File: src/rtl/activity_zone_tracker.sv
`default_nettype none
// ============================================================================
// Module   : activity_zone_tracker
// Brief    : Per-zone qualified high-activity timer. Each second compares the
//            pulse rate against NUM_ZONES thresholds and accumulates credited
//            run time per zone. Optional macro: ZONE_LONGEST_RUN_EN adds
//            per-zone longest-run tracking on the longest_run port.
// Revision : 1.0  initial release
// ============================================================================
module activity_zone_tracker #(
    parameter int NUM_ZONES = 3,
    parameter int RATE_W    = 10,
    parameter int TIME_W    = 16,
    parameter int QUAL_SECS = 60
) (
    input  logic                          clk,
    input  logic                          reset,
    input  logic                          sec_tick,
    input  logic                          en,
    input  logic                          clr,
    input  logic [RATE_W-1:0]             ppm,
    input  logic [NUM_ZONES*RATE_W-1:0]   thr,
    output logic [NUM_ZONES*TIME_W-1:0]   zone_time,
    output logic [NUM_ZONES-1:0]          zone_active,
    output logic [NUM_ZONES-1:0]          zone_sat
`ifdef ZONE_LONGEST_RUN_EN
    ,
    output logic [NUM_ZONES*TIME_W-1:0]   longest_run
`endif
);

    localparam int                QCNT_W    = $clog2(QUAL_SECS);
    localparam logic [QCNT_W-1:0] QCNT_LAST = QCNT_W'(QUAL_SECS - 1);
    localparam logic [TIME_W:0]   QUAL_EXT  = (TIME_W+1)'(QUAL_SECS);
    localparam logic [TIME_W-1:0] TIME_MAX  = {TIME_W{1'b1}};

    typedef enum logic [1:0] {
        ST_IDLE   = 2'd0,
        ST_QUAL   = 2'd1,
        ST_ACTIVE = 2'd2
    } zone_state_t;

    logic sample;
    assign sample = sec_tick & en & ~clr;

    for (genvar k = 0; k < NUM_ZONES; k++) begin : g_zone
        zone_state_t       state_q, state_d;
        logic [QCNT_W-1:0] qcnt_q, qcnt_d;
        logic [TIME_W-1:0] time_q, time_d;
        logic              sat_q, sat_d;
        logic              qualify;
        logic [TIME_W:0]   add_amt;
        logic [TIME_W:0]   sum;
`ifdef ZONE_LONGEST_RUN_EN
        logic [TIME_W-1:0] run_q, run_d;
        logic [TIME_W-1:0] long_q, long_d;
`endif

        assign qualify = (ppm >= thr[k*RATE_W +: RATE_W]);

        always_comb begin
            state_d = state_q;
            qcnt_d  = qcnt_q;
            time_d  = time_q;
            sat_d   = sat_q;
            add_amt = '0;
            sum     = '0;
`ifdef ZONE_LONGEST_RUN_EN
            run_d   = run_q;
            long_d  = long_q;
`endif
            if (clr) begin
                state_d = ST_IDLE;
                qcnt_d  = '0;
                time_d  = '0;
                sat_d   = 1'b0;
`ifdef ZONE_LONGEST_RUN_EN
                run_d   = '0;
                long_d  = '0;
`endif
            end else if (sample) begin
                case (state_q)
                    ST_IDLE: begin
                        if (qualify) begin
                            state_d = ST_QUAL;
                            qcnt_d  = QCNT_W'(1);
                        end
                    end
                    ST_QUAL: begin
                        if (!qualify) begin
                            state_d = ST_IDLE;
                            qcnt_d  = '0;
                        end else if (qcnt_q == QCNT_LAST) begin
                            state_d = ST_ACTIVE;
                            qcnt_d  = '0;
                            add_amt = QUAL_EXT;
`ifdef ZONE_LONGEST_RUN_EN
                            run_d   = TIME_W'(QUAL_SECS);
`endif
                        end else begin
                            qcnt_d = qcnt_q + QCNT_W'(1);
                        end
                    end
                    ST_ACTIVE: begin
                        if (qualify) begin
                            add_amt = (TIME_W+1)'(1);
`ifdef ZONE_LONGEST_RUN_EN
                            run_d   = (run_q == TIME_MAX) ? TIME_MAX : run_q + TIME_W'(1);
`endif
                        end else begin
                            state_d = ST_IDLE;
`ifdef ZONE_LONGEST_RUN_EN
                            run_d   = '0;
`endif
                        end
                    end
                    default: begin
                        state_d = ST_IDLE;
                        qcnt_d  = '0;
                    end
                endcase

                // Widen by one bit so an overflowing add clamps instead of wrapping.
                if (add_amt != '0) begin
                    sum = {1'b0, time_q} + add_amt;
                    if (sum > {1'b0, TIME_MAX}) begin
                        time_d = TIME_MAX;
                    end else begin
                        time_d = sum[TIME_W-1:0];
                    end
                    if (time_d == TIME_MAX) begin
                        sat_d = 1'b1;
                    end
                end
`ifdef ZONE_LONGEST_RUN_EN
                if (run_d > long_q) begin
                    long_d = run_d;
                end
`endif
            end
        end

        always_ff @(posedge clk or negedge reset) begin
            if (!reset) begin
                state_q <= ST_IDLE;
                qcnt_q  <= '0;
                time_q  <= '0;
                sat_q   <= 1'b0;
`ifdef ZONE_LONGEST_RUN_EN
                run_q   <= '0;
                long_q  <= '0;
`endif
            end else begin
                state_q <= state_d;
                qcnt_q  <= qcnt_d;
                time_q  <= time_d;
                sat_q   <= sat_d;
`ifdef ZONE_LONGEST_RUN_EN
                run_q   <= run_d;
                long_q  <= long_d;
`endif
            end
        end

        assign zone_time[k*TIME_W +: TIME_W] = time_q;
        assign zone_active[k]                = (state_q == ST_ACTIVE);
        assign zone_sat[k]                   = sat_q;
`ifdef ZONE_LONGEST_RUN_EN
        assign longest_run[k*TIME_W +: TIME_W] = long_q;
`endif
    end

endmodule
`default_nettype wire

File: config.mk
export PLATFORM = sky130hd
export DESIGN_NAME = activity_zone_tracker
export DESIGN_NICKNAME = d
export VERILOG_FILES = /design/src/rtl/activity_zone_tracker.sv
export SDC_FILE = /design/constraint.sdc
export NUM_CORES = 1
export LEC_CHECK = 0
export ABC_AREA = 1
export CAP_MARGIN = 40
export CORE_MARGIN = 10
export CORE_UTILIZATION = 30
export CTS_BUF_LIST = sky130_fd_sc_hd__clkbuf_8 sky130_fd_sc_hd__clkbuf_16
export DETAILED_ROUTE_END_ITERATION = 10
export HOLD_SLACK_MARGIN = 0.1
export SYNTH_ARGS = -nofsm -noshare
export SYNTH_HDL_FRONTEND = slang
export SYNTH_SLANG_ARGS = --single-unit
File: constraint.sdc
create_clock -name clk -period 2.6 [get_ports clk]
set_input_delay 0.52 -clock clk [delete_from_list [all_inputs] [get_ports clk]]
set_output_delay 0.52 -clock clk [all_outputs]
set_load 0.02 [all_outputs]
==> flow_summary_export.csv, run 1 <==
group,metric,value,unit
cells_and_area,final_common_cell,"nand2_1",
timing,skew,0.00888,ns
worst_setup_path,r2r_slack,-0.18,ns
yosys,ys_ff_latch,75,
clock_tree,cts_buffer_depth,2,
grt,grt_pass1_wl,38600,um
cells_and_area,mostFrequentLayoutCells,"nand2_1 (190), buf_4 (127), inv_1 (119)",
timing,hold_ws,0.535,ns
timing,rsz0062_at_grt,"yes",
worst_setup_path,arrival,3.36,ns
yosys,syn_nets,1121,
placed_design,gp_congestion,0.906,
power_and_ir_drop,p_int,2860,uW
detailed_routing,wl_per_cell,15.2,um
worst_setup_path,critPathLaunchType,"primary input",
worst_setup_path,cp.depth,23,
timing,fin_ws,-0.475,ns
yosys,synth.yosys.seq_area_share,28.2,%
worst_setup_path,required,2.88,ns
detailed_routing,drc,0,
yosys,netlist_area,6660,um^2
worst_setup_path,critPathKind,"in -> reg",
timing,finalCriticalPeriod,3.07,ns
worst_setup_path,path_common_cell,"nand2_1",
grt,grt_max_degree,54,
worst_setup_path,reg2regPathDepth,19,
clock_tree,cts_made_buffers,9,
cells_and_area,synthToLayoutAreaGrowth,83.1,%
cells_and_area,final.fill_count,1911,
grt,antenna_found_initial,0,
floorplanning,std_cell_rows,54,
clock_tree,clock-sinks,75,
worst_setup_path,reg2reg_to,"g_zone[0].sat_q$_DFFE_PN0P_",
detailed_routing,routed_wl,24300,um
timing,tightestPinTransition,0.743,ns
floorplanning,core_area,21800,um^2
detailed_routing,vias,7766,
floorplanning,initial_core_util,30.5,%
yosys,ys_types,45,
placed_design,port_buffers,98,
clock_tree,clockRootBuffer,"clkbuf_16",
grt,grtUsageTotal,16.1,%
power_and_ir_drop,p_sw,1210,uW
worst_setup_path,crit_chain,"buf_8 -> buf_6 -> ha_4 -> nand2_1 -> nand2_2 -> a21oi_2 -> nand4_1 -> nand3_2 -> clkinv_4 -> ha_4 -> nand2_4 -> nor2_4 -> nand3_4 -> nand2_8 -> buf_12 -> nand2_8 -> nand2_1 -> nand2_1 -> inv_1 -> nand3_2 -> nor2_1 -> nand2_1 -> a21oi_2",
worst_setup_path,slowest_stage,"ha_4",
worst_setup_path,max_stage_delay,0.35,ns
run_status,violations,"setup timing",
power_and_ir_drop,total_power,4070,uW
timing,finalHoldViolations,0,
worst_setup_path,cp-end-kind,"flop",
run_status,status,"finished with violations",
floorplanning,die_y,169,um
yosys,synth-main-ff-cell,"dfrtp_1",
grt,overflow,0,
timing,final_max_slew_viol_count,0,
timing,fin_crit_sh,118,%
worst_setup_path,crit_fanout,6,
power_and_ir_drop,vdd.ir_drop.worst,0.000254,V
worst_setup_path,cp-startpoint,"ppm[9]",
worst_setup_path,cp_top_family,"simple AND/OR/NAND/NOR gates",
clock_tree,htreeDepth,3,
cells_and_area,final_nets,1423,
clock_tree,clkTransAtPathRegs,0.06,ns
power_and_ir_drop,switching_share,29.7,%
floorplanning,io_pins,99,
detailed_routing,drt_iter0_markers,390,
grt,grt_pass1_vias,7987,
yosys,async_flop_share,100,%
detailed_routing,dr.pass1.iters,5,
cells_and_area,layout-drive-gt1-share,47.0,%
power_and_ir_drop,pwr-share-clk,39.0,%
worst_setup_path,endpoint,"g_zone[0].sat_q$_DFFE_PN0P_",
placed_design,hpwl,16100,um
worst_setup_path,cp_num_buf_inv,5,
job,maxCapViolCount,0,
floorplanning,die-area,28600,um^2
power_and_ir_drop,power_leakage,0.00585,uW
yosys,netlist_instances,1016,
power_and_ir_drop,p_per_area,334,nW/um^2
cells_and_area,antenna_cells,0,
clock_tree,clkLatencyLatePin,0.35,ns
timing,finalSetupViolations,45,
clock_tree,cts_tree,"done",
floorplanning,die_x,169,um
power_and_ir_drop,p_seq_share,31.3,%
worst_setup_path,r2r_start,"g_zone[0].qcnt_q[1]$_DFFE_PN0P_",
yosys,avgSynthCellArea,6.55,um^2
detailed_routing,postRouteAntennaNets,0,
timing,max_slew_margin,50.3,%
hold_path,worst_hold_path_type,"reg -> reg",
power_and_ir_drop,combPwrFrac,29.7,%
yosys,synth-edff-count,0,
timing,timing.fmax,325,MHz
detailed_routing,viasPerCell,4.85,
yosys,yosys_warnings,0,
## cells in the mapped netlist, drive strengths merged, types with 2 or more instances
master  count  area share, %
nand2     311             18
inv       162            9.1
nand3     133             11
nor2       92            5.9
dfrtp      75             28
o21ai      70            5.3
ha         60             11
a21oi      24            1.9
buf        20            2.0
nand4      18            1.8
xnor2      12            1.6
nor3        8           0.77
o31ai       4           0.45
xor2        4           0.53
clkbuf      3           0.19
nand3b      3           0.34
o211ai      3           0.34
o21bai      3           0.34
nor3b       2           0.30
nor4        2           0.19
## metrics by stage
step           cell area, um^2  setup TNS (ns)  std cells  setup WS (ns)  utilization (%)
2_1_floorplan             7370           -2.68       1016         -0.301                -
3_3_place_gp              9710          -56.83       1517          -1.40             44.5
3_5_place_dp              9710          -59.50       1517          -1.41             44.5
4_1_cts                  11600           -7.44       1593         -0.333             53.2
5_1_grt                  12200          -13.85       1602         -0.714             55.9
6_report                 12200           -7.79       1602         -0.475             55.9
## repair_timing
item / CTS / global route
hold buffers: 1 / 0
endpoints found under the hold margin: 22 / 0
pin swaps: 148 / 124
cloned: 8 / 0
resized for setup: 398 / 168
setup endpoints to repair: 57 / 51
setup buffers: 63 / 29
## worst min-delay path: stages, from the launching register on
cell and delay [ns]:
dfrtp_1 0.36, a21oi_1 0.05, nor2_1 0.09
## logic make-up after synthesis
| logic type | synth area share (%) |
|---|---|
| xor gates and xnor gates | 2.10 |
| and+or+nand+nor | 38.3 |
| AOI/OAI and AO/OA | 8.79 |
| adders and majority gates | 11.3 |
| DFF | 28.2 |
| buffers and inverters | 11.3 |
## state kept, by name (all words and copies together), names as in the netlist
name / flops
g_zone.sat_q: 3
g_zone.state_q: 6
g_zone.time_q: 48
g_zone.qcnt_q: 18
## power groups by stage
| stage | combinational [uW] | clock, uW | sequential [uW] |
|---|---|---|---|
| 2_1_floorplan | 517 | 0 | 1300 |
| 3_3_place_gp | 970 | 0 | 1290 |
| 3_5_place_dp | 985 | 0 | 1290 |
| 4_1_cts | 1190 | 1620 | 1270 |
| 5_1_grt | 1350 | 1660 | 1280 |
| 6_report | 1210 | 1590 | 1270 |
## metal layers
layer | wire [um] | part of all wire [%] | GRT usage, % | up-vias
li1 | - | - | - | 3879
met1 | 10300 | 43 | 19.3 | 3678
met2 | 12400 | 51 | 28.3 | 166
met3 | 959 | 4.0 | 2.80 | 43
met4 | 582 | 2.4 | 5.70 | 0
met5 | 0 | 0 | 0 | -
## how the worst min path moves through the flow
stage / slack (ns) / end / from / depth (start not counted)
after detailed placement: 0.46 / g_zone[1].time_q[15]$_DFFE_PN0P_ / reset / 1
after global placement: 0.45 / g_zone[1].time_q[15]$_DFFE_PN0P_ / reset / 1
after global routing: 0.56 / g_zone[1].qcnt_q[5]$_DFFE_PN0P_ / g_zone[1].qcnt_q[5]$_DFFE_PN0P_ / 2
after CTS: 0.54 / g_zone[1].qcnt_q[5]$_DFFE_PN0P_ / g_zone[1].qcnt_q[5]$_DFFE_PN0P_ / 2
final: 0.54 / g_zone[1].qcnt_q[5]$_DFFE_PN0P_ / g_zone[1].qcnt_q[5]$_DFFE_PN0P_ / 2
after floorplan: 0.22 / g_zone[0].qcnt_q[0]$_DFFE_PN0P_ / reset / 0
## layout make-up
class	instances	area [um^2]	area share (%)
Multi-Input combinational cell	759	5990	49.1
Timing Repair Buffer	310	2920	24.0
Sequential cell	75	1880	15.4
Inverter	163	692	5.68
Tap cell	280	350	2.87
Clock buffer	10	239	1.96
Clock inverter	5	125	1.03
Power figures use the tool's default switching activity.
==> run 2, diff against run 1 <==
--- a/config.mk
+++ b/config.mk
@@ -12,6 +12,7 @@
 export CTS_BUF_LIST = sky130_fd_sc_hd__clkbuf_8 sky130_fd_sc_hd__clkbuf_16
 export DETAILED_ROUTE_END_ITERATION = 10
 export HOLD_SLACK_MARGIN = 0.1
+export PLACE_DENSITY_LB_ADDON = 0.2
 export SYNTH_ARGS = -nofsm -noshare
 export SYNTH_HDL_FRONTEND = slang
 export SYNTH_SLANG_ARGS = --single-unit
==> flow_summary_export.csv, run 2 (synthesis gave the netlist of run 1 again) <==
group,metric,value,unit
cells_and_area,top_register,"g_zone.time_q",
grt,grtUsageTotal,15.2,%
cells_and_area,layout-drive-gt1-share,44.2,%
cells_and_area,synthToLayoutAreaGrowth,73.2,%
worst_setup_path,arrival,3.21,ns
hold_path,worst_hold_path_type,"in -> async",
power_and_ir_drop,vdd.ir_drop.worst,0.000247,V
grt,overflow,0,
worst_setup_path,required,2.88,ns
placed_design,port_buffers,98,
detailed_routing,wl_per_cell,14.0,um
clock_tree,clockRootBuffer,"clkbuf_16",
power_and_ir_drop,p_per_area,311,nW/um^2
clock_tree,cts_made_buffers,9,
run_status,status,"finished with violations",
placed_design,hpwl,16100,um
floorplanning,die_x,169,um
timing,fin_crit_sh,113,%
placed_design,gp_congestion,0.865,
worst_setup_path,crit_fanout,5,
clock_tree,clock-sinks,75,
cells_and_area,design_area,11500,um^2
floorplanning,die-area,28600,um^2
clock_tree,cts_buffer_depth,2,
floorplanning,io_pins,99,
clock_tree,clkTransAtPathRegs,0.06,ns
cells_and_area,final_common_cell,"nand2_1",
grt,grt_max_degree,43,
timing,fin_ws,-0.333,ns
placed_design,dpl_cell_area,9830,um^2
clock_tree,htreeDepth,3,
grt,antenna_found_initial,0,
cells_and_area,largest_register_ffs,48,
worst_setup_path,cp-end-kind,"flop",
run_status,violations,"setup timing",
timing,rsz0062_at_grt,"yes",
worst_setup_path,critPathKind,"in -> reg",
detailed_routing,routed_wl,22200,um
floorplanning,core_area,21800,um^2
floorplanning,initial_core_util,30.5,%
floorplanning,std_cell_rows,54,
timing,finalCriticalPeriod,2.93,ns
timing,tightestPinTransition,0.551,ns
worst_setup_path,critPathLaunchType,"primary input",
timing,finalSetupViolations,35,
grt,grt_pass1_wl,36600,um
detailed_routing,viasPerCell,4.72,
clock_tree,clkLatencyLatePin,0.35,ns
timing,timing.fmax,341,MHz
placed_design,place_ws,-1.33,ns
clock_tree,cts_tree,"done",
detailed_routing,drt_iter0_markers,362,
placed_design,dp.cells,1531,
cells_and_area,final_nets,1401,
detailed_routing,postRouteAntennaNets,0,
detailed_routing,vias,7458,
power_and_ir_drop,power_leakage,0.00553,uW
grt,grt_pass1_vias,7629,
cells_and_area,fin_cells,1581,
job,maxCapViolCount,0,
timing,tns,-3.51,ns
timing,final_max_slew_viol_count,0,
floorplanning,die_y,169,um
timing,finalHoldViolations,0,
timing,skew,0.00736,ns
cells_and_area,mostFrequentLayoutCells,"nand2_1 (206), buf_4 (150), inv_1 (120)",
cells_and_area,reg_top3,"g_zone.time_q x48, g_zone.qcnt_q x18, g_zone.state_q x6",
detailed_routing,drc,0,
timing,max_slew_margin,63.3,%
detailed_routing,dr.pass1.iters,5,
==> run 2: changes by cell type in the layout (fill, tap and decap cells not counted), moves of 8 or more <==
| cell | previous run | this run |
|---|---|---|
| nand2_1 | 190 | 206 |
| o21ai_2 | 20 | 10 |
| nand2_4 | 48 | 40 |
| buf_6 | 76 | 44 |
| buf_4 | 127 | 150 |
| buf_2 | 16 | 24 |
==> run 2: path summary, 6_finish.rpt <==
path / from / to / slack, ns / depth (start not counted)
max in group asynchronous: reset / g_zone[0].state_q[0]$_DFFE_PN0P_ / 1.84 / 2
max reg2reg: g_zone[2].qcnt_q[0]$_DFFE_PN0P_ / g_zone[2].sat_q$_DFFE_PN0P_ / -0.12 / 19
min reg2reg: g_zone[2].sat_q$_DFFE_PN0P_ / g_zone[2].sat_q$_DFFE_PN0P_ / 0.53 / 2
min in group clk: g_zone[2].sat_q$_DFFE_PN0P_ / g_zone[2].sat_q$_DFFE_PN0P_ / 0.53 / 2
min: reset / g_zone[1].time_q[15]$_DFFE_PN0P_ / 0.16 / 1
max: ppm[4] / g_zone[2].sat_q$_DFFE_PN0P_ / -0.33 / 25
==> run 2: what timing repair did <==
action | CTS | global route
pin swaps | 139 | 81
hold buffers | 0 | 0
resized for setup | 369 | 128
setup buffers | 24 | 12
hold endpoints to repair | 0 | 0
cloned | 3 | 0
endpoints found under the setup margin | 51 | 51
==> run 2: metal layers <==
layer	global-route usage (%)	share of wire (%)
met5	0	0
met4	4.88	1.6
met3	2.66	4.3
met2	26.5	50
met1	18.5	44
==> run 2: power breakdown <==
part / total [uW] / switching (uW) / internal, uW / leakage, uW
Clock: 1170 / 512 / 655 / 0.000138
Combinational: 1140 / 608 / 533 / 0.00435
Sequential: 1270 / 38.4 / 1230 / 0.00104
Total: 3580 / 1160 / 2420 / 0.00553
==> run 2: worst max-delay path, stage by stage <==
cell and delay [ns]:
buf_6 0.09, buf_6 0.12, ha_4 0.21, nand2_4 0.09, inv_2 0.04, nand2_2 0.05
nand2_2 0.05, nand2_2 0.08, nand4_4 0.11, nand2_4 0.11, nor2_4 0.04, buf_12 0.13
ha_4 0.31, nand2_4 0.06, nor2_4 0.11, nand3_4 0.10, nand2_4 0.12, nand3_4 0.15
nand2_2 0.13, nand2_1 0.05, nor2_1 0.11, nand2_1 0.11, nor2_1 0.11, nand3_1 0.09
a21oi_2 0.11
==> run 2: through the flow <==
step / hold WS, ns / util, % / power [uW]
after detailed placement: 0.520 / 45.0 / 2320
after global placement: 0.514 / 45.0 / 2310
final: 0.156 / 52.8 / 3580
after CTS: 0.175 / 50.3 / 3610
after global routing: 0.201 / 52.8 / 3820
after floorplan: 0.224 / - / 1810
==> run 2: layout make-up <==
| cell class | instances | area (um^2) |
|---|---|---|
| multi-input cells | 758 | 5840 |
| repair buffers | 289 | 2520 |
| inverters | 163 | 684 |
| clock buffers | 10 | 239 |
| diodes | 1 | 2.50 |
| well taps | 280 | 350 |
| flip-flops and latches | 75 | 1880 |
| clock inverters | 5 | 23.8 |
| fillers | 2084 | 10300 |
==> run 3, diff against run 2 <==
--- a/config.mk
+++ b/config.mk
@@ -13,6 +13,7 @@
 export DETAILED_ROUTE_END_ITERATION = 10
 export HOLD_SLACK_MARGIN = 0.1
 export PLACE_DENSITY_LB_ADDON = 0.2
+export SLEW_MARGIN = 15
 export SYNTH_ARGS = -nofsm -noshare
 export SYNTH_HDL_FRONTEND = slang
 export SYNTH_SLANG_ARGS = --single-unit
==> results of run 3 <==
The final DEF is identical to that of run 2; final timing and power are the same.
